--- src/rtl/serial_adder.sv ---
// Bit-serial WIDTH-bit adder: one full-adder cell plus a carry flop, LSB first, start/busy/done handshake.
// Define SERIAL_ADDER_OVERFLOW_EN to add the registered two's-complement overflow output v.
module serial_adder #(
  parameter int WIDTH = 8
) (
  input  logic             clk,
  input  logic             rst,
  input  logic             start,
  input  logic [WIDTH-1:0] a,
  input  logic [WIDTH-1:0] b,
  input  logic             cin,
  output logic             busy,
  output logic             done,
  output logic [WIDTH-1:0] y,
`ifdef SERIAL_ADDER_OVERFLOW_EN
  output logic             v,
`endif
  output logic             c
);

  localparam int CNT_W = (WIDTH > 2) ? $clog2(WIDTH) : 1;
  localparam logic [CNT_W-1:0] LAST_BIT = CNT_W'(WIDTH - 1);

  typedef enum logic [1:0] {
    IDLE = 2'd0,
    ADD  = 2'd1,
    DONE = 2'd2
  } state_t;

  state_t           state_q, state_d;
  logic [WIDTH-1:0] a_sh_q, a_sh_d;
  logic [WIDTH-1:0] b_sh_q, b_sh_d;
  logic [WIDTH-1:0] sum_q, sum_d;
  logic [WIDTH-1:0] y_q, y_d;
  logic [CNT_W-1:0] cnt_q, cnt_d;
  logic             cy_q, cy_d;
  logic             c_q, c_d;
  logic             busy_q, busy_d;
  logic             done_q, done_d;
  logic             s_bit;
  logic             cy_nxt;
  logic [WIDTH-1:0] sum_shift;
`ifdef SERIAL_ADDER_OVERFLOW_EN
  logic             v_q, v_d;
`endif

  // One full-adder cell; the carry flop closes the loop bit to bit.
  assign s_bit     = a_sh_q[0] ^ b_sh_q[0] ^ cy_q;
  assign cy_nxt    = (a_sh_q[0] & b_sh_q[0]) | (a_sh_q[0] & cy_q) | (b_sh_q[0] & cy_q);
  assign sum_shift = {s_bit, sum_q[WIDTH-1:1]};

  always_comb begin
    state_d = state_q;
    a_sh_d  = a_sh_q;
    b_sh_d  = b_sh_q;
    sum_d   = sum_q;
    y_d     = y_q;
    cnt_d   = cnt_q;
    cy_d    = cy_q;
    c_d     = c_q;
    busy_d  = 1'b0;
    done_d  = 1'b0;
`ifdef SERIAL_ADDER_OVERFLOW_EN
    v_d     = v_q;
`endif
    case (state_q)
      IDLE: begin
        if (start) begin
          a_sh_d  = a;
          b_sh_d  = b;
          cy_d    = cin;
          sum_d   = '0;
          cnt_d   = '0;
          busy_d  = 1'b1;
          state_d = ADD;
        end
      end
      ADD: begin
        busy_d = 1'b1;
        a_sh_d = a_sh_q >> 1;
        b_sh_d = b_sh_q >> 1;
        cy_d   = cy_nxt;
        sum_d  = sum_shift;
        cnt_d  = cnt_q + CNT_W'(1);
        if (cnt_q == LAST_BIT) begin
          // cy_q is the carry into the MSB at this point, cy_nxt the carry out of it.
          y_d     = sum_shift;
          c_d     = cy_nxt;
`ifdef SERIAL_ADDER_OVERFLOW_EN
          v_d     = cy_q ^ cy_nxt;
`endif
          busy_d  = 1'b0;
          done_d  = 1'b1;
          state_d = DONE;
        end
      end
      DONE: begin
        state_d = IDLE;
      end
      default: begin
        state_d = IDLE;
      end
    endcase
  end

  always_ff @(posedge clk or posedge rst) begin
    if (rst) begin
      state_q <= IDLE;
      a_sh_q  <= '0;
      b_sh_q  <= '0;
      sum_q   <= '0;
      y_q     <= '0;
      cnt_q   <= '0;
      cy_q    <= 1'b0;
      c_q     <= 1'b0;
      busy_q  <= 1'b0;
      done_q  <= 1'b0;
`ifdef SERIAL_ADDER_OVERFLOW_EN
      v_q     <= 1'b0;
`endif
    end else begin
      state_q <= state_d;
      a_sh_q  <= a_sh_d;
      b_sh_q  <= b_sh_d;
      sum_q   <= sum_d;
      y_q     <= y_d;
      cnt_q   <= cnt_d;
      cy_q    <= cy_d;
      c_q     <= c_d;
      busy_q  <= busy_d;
      done_q  <= done_d;
`ifdef SERIAL_ADDER_OVERFLOW_EN
      v_q     <= v_d;
`endif
    end
  end

  assign busy = busy_q;
  assign done = done_q;
  assign y    = y_q;
  assign c    = c_q;
`ifdef SERIAL_ADDER_OVERFLOW_EN
  assign v    = v_q;
`endif

endmodule

--- config.mk ---
export PLATFORM = sky130hd
export DESIGN_NAME = serial_adder
export DESIGN_NICKNAME = d
export VERILOG_FILES = /design/src/rtl/serial_adder.sv
export SDC_FILE = /design/constraint.sdc
export NUM_CORES = 1
export LEC_CHECK = 0
export CAP_MARGIN = 25
export CORE_UTILIZATION = 47
export DETAILED_ROUTE_END_ITERATION = 10
export PLACE_DENSITY = 0.78
export SYNTH_ARGS = -nofsm -noshare
export SYNTH_HDL_FRONTEND = slang
export SYNTH_SLANG_ARGS = --single-unit
--- constraint.sdc ---
create_clock -name clk -period 1.4 [get_ports clk]
set_input_delay 0.28 -clock clk [delete_from_list [all_inputs] [get_ports clk]]
set_output_delay 0.28 -clock clk [all_outputs]
set_load 0.02 [all_outputs]
==> key figures, run 1 <==
Drt
  – Antenna violation net count after detailed routing: 0
  – Routed WL: 3.45 mm
  – Wire per inst: 15.2 µm
  – DRC Markers: 0
  – DR vias/cell: 5.58
  – Initial DRC Count: 65
  – TritonRoute pass-1 iters: 4
  – Vias: 1266

Synth
  – Multiplexer area fraction after synthesis: 6.21%
  – Post-synthesis xor/xnor area fraction: 0%
  – Synth Area in Simple Gates: 12.8%
  – Synth unique cells: 22
  – Main combinational cell family by area after synthesis: compound AO/OA/AOI/OAI gates
  – Register bit total from synthesis: 40
  – Syn Std Cell Area: 1810 µm²
  – Compound-Gate Fraction of Synth Area: 15.8%
  – Syn_nets: 165
  – Post-synthesis adder-cell area fraction: 2.48%
  – Register area share after synthesis: 55.2%
  – Syn. warnings: 0
  – Post-Syn Area per Cell: 12.8 µm²
  – Post-Synthesis Cells: 142

Power
  – Pwr dens: 2100 nW/µm²
  – Power consumption: 4.97 mW
  – Pint: 3.25 mW
  – Worst vdd ir: 0.966 mV
  – Combinational share of power: 43.4%
  – Sw frac: 34.6%
  – Clk network pwr share: 16.3%
  – NetSw: 1.72 mW
  – Sequential Power Share: 40.2%
  – Leak pwr: 1.10 nW

Setup path
  – CP cell instances: ha_2, ha_4, nand3b_1, buf_12, mux2_4
  – Reg-to-reg endpoint: c$_DFFE_PP0P_
  – Crit path depth: 5
  – CP Launch Type: flip-flop
  – WP data arrival: 1610 ps
  – Setup CP Type: reg -> reg
  – CP bufs+invs: 1
  – Worst R2R Setup Slack: -30 ps
  – CP endpoint kind: flip-flop
  – Worst setup startpoint: cnt_q[0]$_DFFE_PP0P_
  – Crit-path leading delay family: flip-flops
  – Critical path endpoint: c$_DFFE_PP0P_
  – Worst reg-to-reg path cell count: 5
  – Max stage delay cell, worst path: dfrtp_1
  – Max FO, Critical Path: 11
  – Largest stage delay on the critical path: 390 ps
  – WP data required: 1580 ps
  – RR Startpoint: cnt_q[0]$_DFFE_PP0P_

Floorplanning
  – Die height: 64.1 µm
  – Core box area: 3690 µm²
  – Die area: 4110 µm²
  – Die X: 64.1 µm
  – Num rows: 22
  – Initial Utilization: 49.2%
  – I/O pin count: 31

Layout
  – Register area: 1000 µm²
  – Finished Core Util: 64.2%
  – Fillers: 313
  – Ant diodes: 0
  – Syn-to-layout area delta: 30.7%
  – Multi-input logic area: 726 µm²
  – Layout cells sized above 1: 22.9%
  – Net count, final: 202

GRT
  – Grt total ovfl: 0
  – Number of global-route vias before repair: 1364
  – First-pass GRT wire length: 6.11 mm
  – Largest net degree at the start of global routing: 41
  – Initial antenna violation count: 0
  – GRT Overall Usage: 19.7%

Timing
  – RSZ-0062 raised after global routing: true
  – Clock Skew: 1.89 ps
  – Final setup margin: -34.2 ps
  – Max Transition Viols Final: 0
  – Least-Margin Pin Slew: 485 ps
  – Final setup viols: 9
  – Final Cycle Share: 102%
  – Fmax: 697 MHz
  – Final worst path period need: 1430 ps
  – Final hold violations: 0
  – Slew Limit Headroom: 67.7%

Clocking
  – Clk Latency, worst-skew pair: 290 ps
  – CTS max path bufs: 2
  – Setup repair bufs after CTS: 0
  – Total CTS buffers: 5
  – Hold Buf Count CTS: 0
  – Reg clk slew, reported paths: 70 ps
  – Clk sinks: 40
  – Clock Tree Root: clkbuf_8
  – CTS tree: yes
  – Htree depth: 2

Place
  – Dpl hpwl: 2.47 mm
  – Post-Place Setup Slack: -154 ps
  – Placer Congestion: 0.711
  – PortBufs: 30

Outcome
  – Failing checks: negative setup slack
  – Status: finished with violations

Run
  – Max Cap Violations: 0

Hold path
  – HP Class: in -> async
## worst min path at each step
stage / startpoint / to / depth (start not counted)
floorplan: a[7] / a_sh_q[7]$_DFFE_PP0P_ / 1
global placement: sum_q[1]$_DFFE_PP0P_ / sum_q[1]$_DFFE_PP0P_ / 1
detailed placement: sum_q[1]$_DFFE_PP0P_ / sum_q[1]$_DFFE_PP0P_ / 1
CTS: rst / b_sh_q[1]$_DFFE_PP0P_ / 3
global route: rst / y[7]$_DFFE_PP0P_ / 3
finish: rst / b_sh_q[1]$_DFFE_PP0P_ / 3
## cells in the mapped netlist (all sizes together)
| master | count | share of area [%] |
|---|---|---|
| a21oi | 2 | 0.55 |
| fa | 1 | 1.1 |
| nor3b | 1 | 0.41 |
| clkbuf | 1 | 0.21 |
| nand3b | 1 | 0.41 |
| nor2 | 11 | 2.3 |
| dfrtp | 40 | 55 |
| ha | 2 | 1.4 |
| a221oi | 15 | 9.3 |
| buf | 10 | 3.5 |
| mux2 | 10 | 6.2 |
| inv | 18 | 3.7 |
| nor4b | 15 | 8.6 |
| o21bai | 1 | 0.62 |
| nand2b | 2 | 0.69 |
| and2b | 1 | 0.41 |
| a22o | 11 | 5.3 |
## layer usage
metal	track usage (%)	share of wire [%]	vias to the layer above	routed length, µm
li1	-	-	588	-
met1	22.4	43	638	1490
met2	35.2	51	34	1770
met3	5.36	4.1	6	143
met4	6.94	1.6	0	55
met5	0	0	-	0
## layout make-up
class                   count  area share [%]
inverters                  18            2.85
clock buffers               7            4.07
repair buffers             41            17.7
flip-flops and latches     40            42.2
well taps                  48            2.53
multi-input cells          73            30.6
## stage by stage
| stage | hold slack [ps] | TNS [ps] | cells | area [µm²] |
|---|---|---|---|---|
| finish | 354 | -268 | 227 | 2370 |
| global route | 373 | -867 | 227 | 2370 |
| CTS | 365 | -344 | 227 | 2370 |
| detailed placement | 489 | -1560 | 220 | 2270 |
| global placement | 486 | -653 | 220 | 2270 |
| floorplan | 413 | 0 | 142 | 1850 |
## cell usage in the layout (no fill, tap or decap), types with 4 or more instances in the layout
master / n
dfrtp_1: 40
clkdlybuf4s50_1: 19
inv_1: 18
a22o_1: 11
nor2_1: 11
nor4b_1: 11
dlygate4sd2_1: 11
a221oi_1: 9
mux2_4: 9
clkbuf_8: 7
buf_4: 7
a221oi_2: 6
nor4b_2: 4
buf_12: 4
## kinds of logic after synthesis
logic type / after synthesis
flip-flops: 40
AND/OR/NAND/NOR: 31
AO/OA/AOI/OAI: 29
buffers and inverters: 29
multiplexers: 10
adder cells (fa/ha/maj): 3
## state kept, by name, summed over array words and instances (netlist names)
register and cells:
cy_q 1, done 1, sum_q 7, busy 1
cnt_q 3, a_sh_q 8, c 1, b_sh_q 8
y 8, state_q 2
## power groups by stage
| stage | sequential (mW) | combinational (mW) | clock [mW] |
|---|---|---|---|
| finish | 2.00 | 2.16 | 0.811 |
| global route | 2.06 | 2.37 | 0.890 |
| CTS | 2.01 | 2.19 | 0.835 |
| detailed placement | 2.03 | 2.26 | 0 |
| global placement | 1.99 | 2.15 | 0 |
| floorplan | 2.11 | 1.39 | 0 |
## worst register-to-register path, cell delays in order (launching register included)
cell and delay, ps:
dfrtp_1 390, ha_2 200, ha_4 160, nand3b_1 120, buf_12 160, mux2_4 310
## what timing repair did
| item | 4_1_cts | 5_1_grt |
|---|---|---|
| setup endpoints to repair | 20 | 9 |
| endpoints found under the hold margin | 0 | 0 |
| gates cloned | 0 | 0 |
| gates resized for setup | 13 | 0 |
Note: power is estimated with default switching activity, not from simulation.
==> inputs of run 2 (changes only) <==
Settings changed: GPL_TIMING_DRIVEN set to 1.
==> results of run 2 <==
Final layout, timing and power as in run 1 (identical DEF).
==> inputs of run 3 (changes only) <==
Settings changed: CTS_CLUSTER_SIZE set to 14, PLACE_DENSITY 0.78 to 0.84, SKIP_CTS_REPAIR_TIMING set to 1.
==> key figures, run 3 (same netlist as run 1, synthesis figures left out) <==
Layout
  – Most frequent cells in the layout: 40 x dfrtp_1, 19 x clkdlybuf4s50_1, 18 x inv_1
  – Finished Core Util: 64.9%
  – Ant diodes: 0
  – Net count, final: 202
  – Layout cells sized above 1: 23.3%
  – Commonest non-fill, non-tap cell in the layout: dfrtp_1
  – Syn-to-layout area delta: 32.1%

Power
  – Power consumption: 4.96 mW
  – Worst vdd ir: 0.916 mV
  – Pwr dens: 2070 nW/µm²
  – Leak pwr: 1.20 nW

Clocking
  – Total CTS buffers: 5
  – Htree depth: 2
  – Clk sinks: 40
  – Reg clk slew, reported paths: 80 ps
  – CTS max path bufs: 2
  – Clk Latency, worst-skew pair: 290 ps
  – CTS tree: yes
  – Clock Tree Root: clkbuf_8

Timing
  – Final worst path period need: 1480 ps
  – Clock Skew: 8.02 ps
  – Least-Margin Pin Slew: 483 ps
  – Final setup margin: -79.8 ps
  – Fmax: 676 MHz
  – Final Cycle Share: 106%
  – RSZ-0062 raised after global routing: true
  – Max Transition Viols Final: 0
  – Hold slack: 356 ps
  – Slew Limit Headroom: 67.8%
  – Final hold violations: 0
  – Final setup viols: 9

Setup path
  – CP Launch Type: flip-flop
  – Setup CP Type: reg -> reg
  – RR Startpoint: cnt_q[0]$_DFFE_PP0P_
  – Worst reg-to-reg path cell count: 5
  – Worst R2R Setup Slack: -80 ps
  – Reg-to-reg endpoint: y[5]$_DFFE_PP0P_
  – Max stage delay cell, worst path: dfrtp_1
  – Largest stage delay on the critical path: 400 ps
  – WP data arrival: 1650 ps
  – CP endpoint kind: flip-flop
  – Max FO, Critical Path: 11
  – CP cell instances: ha_2, ha_4, nand3b_1, buf_12, mux2_4
  – WP data required: 1580 ps

GRT
  – Largest net degree at the start of global routing: 41
  – Initial antenna violation count: 0
  – Grt total ovfl: 0
  – Number of global-route vias before repair: 1275
  – First-pass GRT wire length: 5.80 mm
  – GRT Overall Usage: 18.9%

Place
  – Dpl hpwl: 2.48 mm
  – PortBufs: 30
  – Placer Congestion: 0.728

Drt
  – Vias: 1251
  – Initial DRC Count: 62
  – DR vias/cell: 5.49
  – TritonRoute pass-1 iters: 4
  – Antenna violation net count after detailed routing: 0
  – Wire per inst: 15.3 µm
  – DRC Markers: 0
  – Routed WL: 3.48 mm

Run
  – Max Cap Violations: 0

Outcome
  – Status: finished with violations
  – Failing checks: negative setup slack

Floorplanning
  – Die height: 64.1 µm
  – Die X: 64.1 µm
  – Core box area: 3690 µm²
  – Num rows: 22
  – Initial Utilization: 49.2%
  – I/O pin count: 31
  – Die area: 4110 µm²

Hold path
  – HP Class: in -> async
-- run 3: power by group --
part           internal (mW)  leakage [nW]  switching [mW]
Combinational           1.15         0.664            1.02
Clock                  0.393        0.0510           0.398
Sequential              1.68         0.483           0.313
-- run 3: area by class of cell --
cell class | count | area (µm²)
Fill cell | 303 | 1290
Inverter | 18 | 67.6
Timing Repair Buffer | 41 | 448
Clock buffer | 6 | 82.6
Tap cell | 48 | 60.1
Clock inverter | 2 | 10.0
Sequential cell | 40 | 1000
Multi-Input combinational cell | 73 | 726
-- run 3: worst max-delay path by stage --
stage / slack [ps] / startpoint / to
after floorplan: 6 / cnt_q[0]$_DFFE_PP0P_ / c$_DFFE_PP0P_
after global placement: -50 / start / a_sh_q[3]$_DFFE_PP0P_
after detailed placement: -100 / start / a_sh_q[3]$_DFFE_PP0P_
after CTS: -160 / y[5]$_DFFE_PP0P_ / y[5]
after global routing: -140 / cnt_q[0]$_DFFE_PP0P_ / y[5]$_DFFE_PP0P_
final: -80 / cnt_q[0]$_DFFE_PP0P_ / y[5]$_DFFE_PP0P_
-- run 3: stage by stage --
step	cells	setup WS (ps)	TNS, ps	area, µm²
final	228	-79.8	-637	2390
after detailed placement	219	-98.1	-1680	2250
after global placement	219	-55.0	-510	2250
after floorplan	142	5.92	0	1850
after global routing	228	-139	-1160	2390
after CTS	227	-157	-2230	2350
-- run 3: critical path: cells and delay by family (launching register included) --
family | cells | cell delay, ps
flip-flops | 1 | 400
multiplexers | 1 | 300
AND/OR/NAND/NOR | 1 | 130
buffers and inverters | 1 | 160
adder cells (fa/ha/maj) | 2 | 360
-- run 3: metal layers --
| metal | routed length [µm] | part of all wire (%) | GRT usage, % | up-vias |
|---|---|---|---|---|
| li1 | - | - | - | 594 |
| met3 | 171 | 4.9 | 5.36 | 8 |
| met2 | 1750 | 50 | 31.8 | 37 |
| met4 | 63 | 1.8 | 6.67 | 0 |
| met5 | 0 | 0 | 0 | - |
| met1 | 1490 | 43 | 23.2 | 612 |
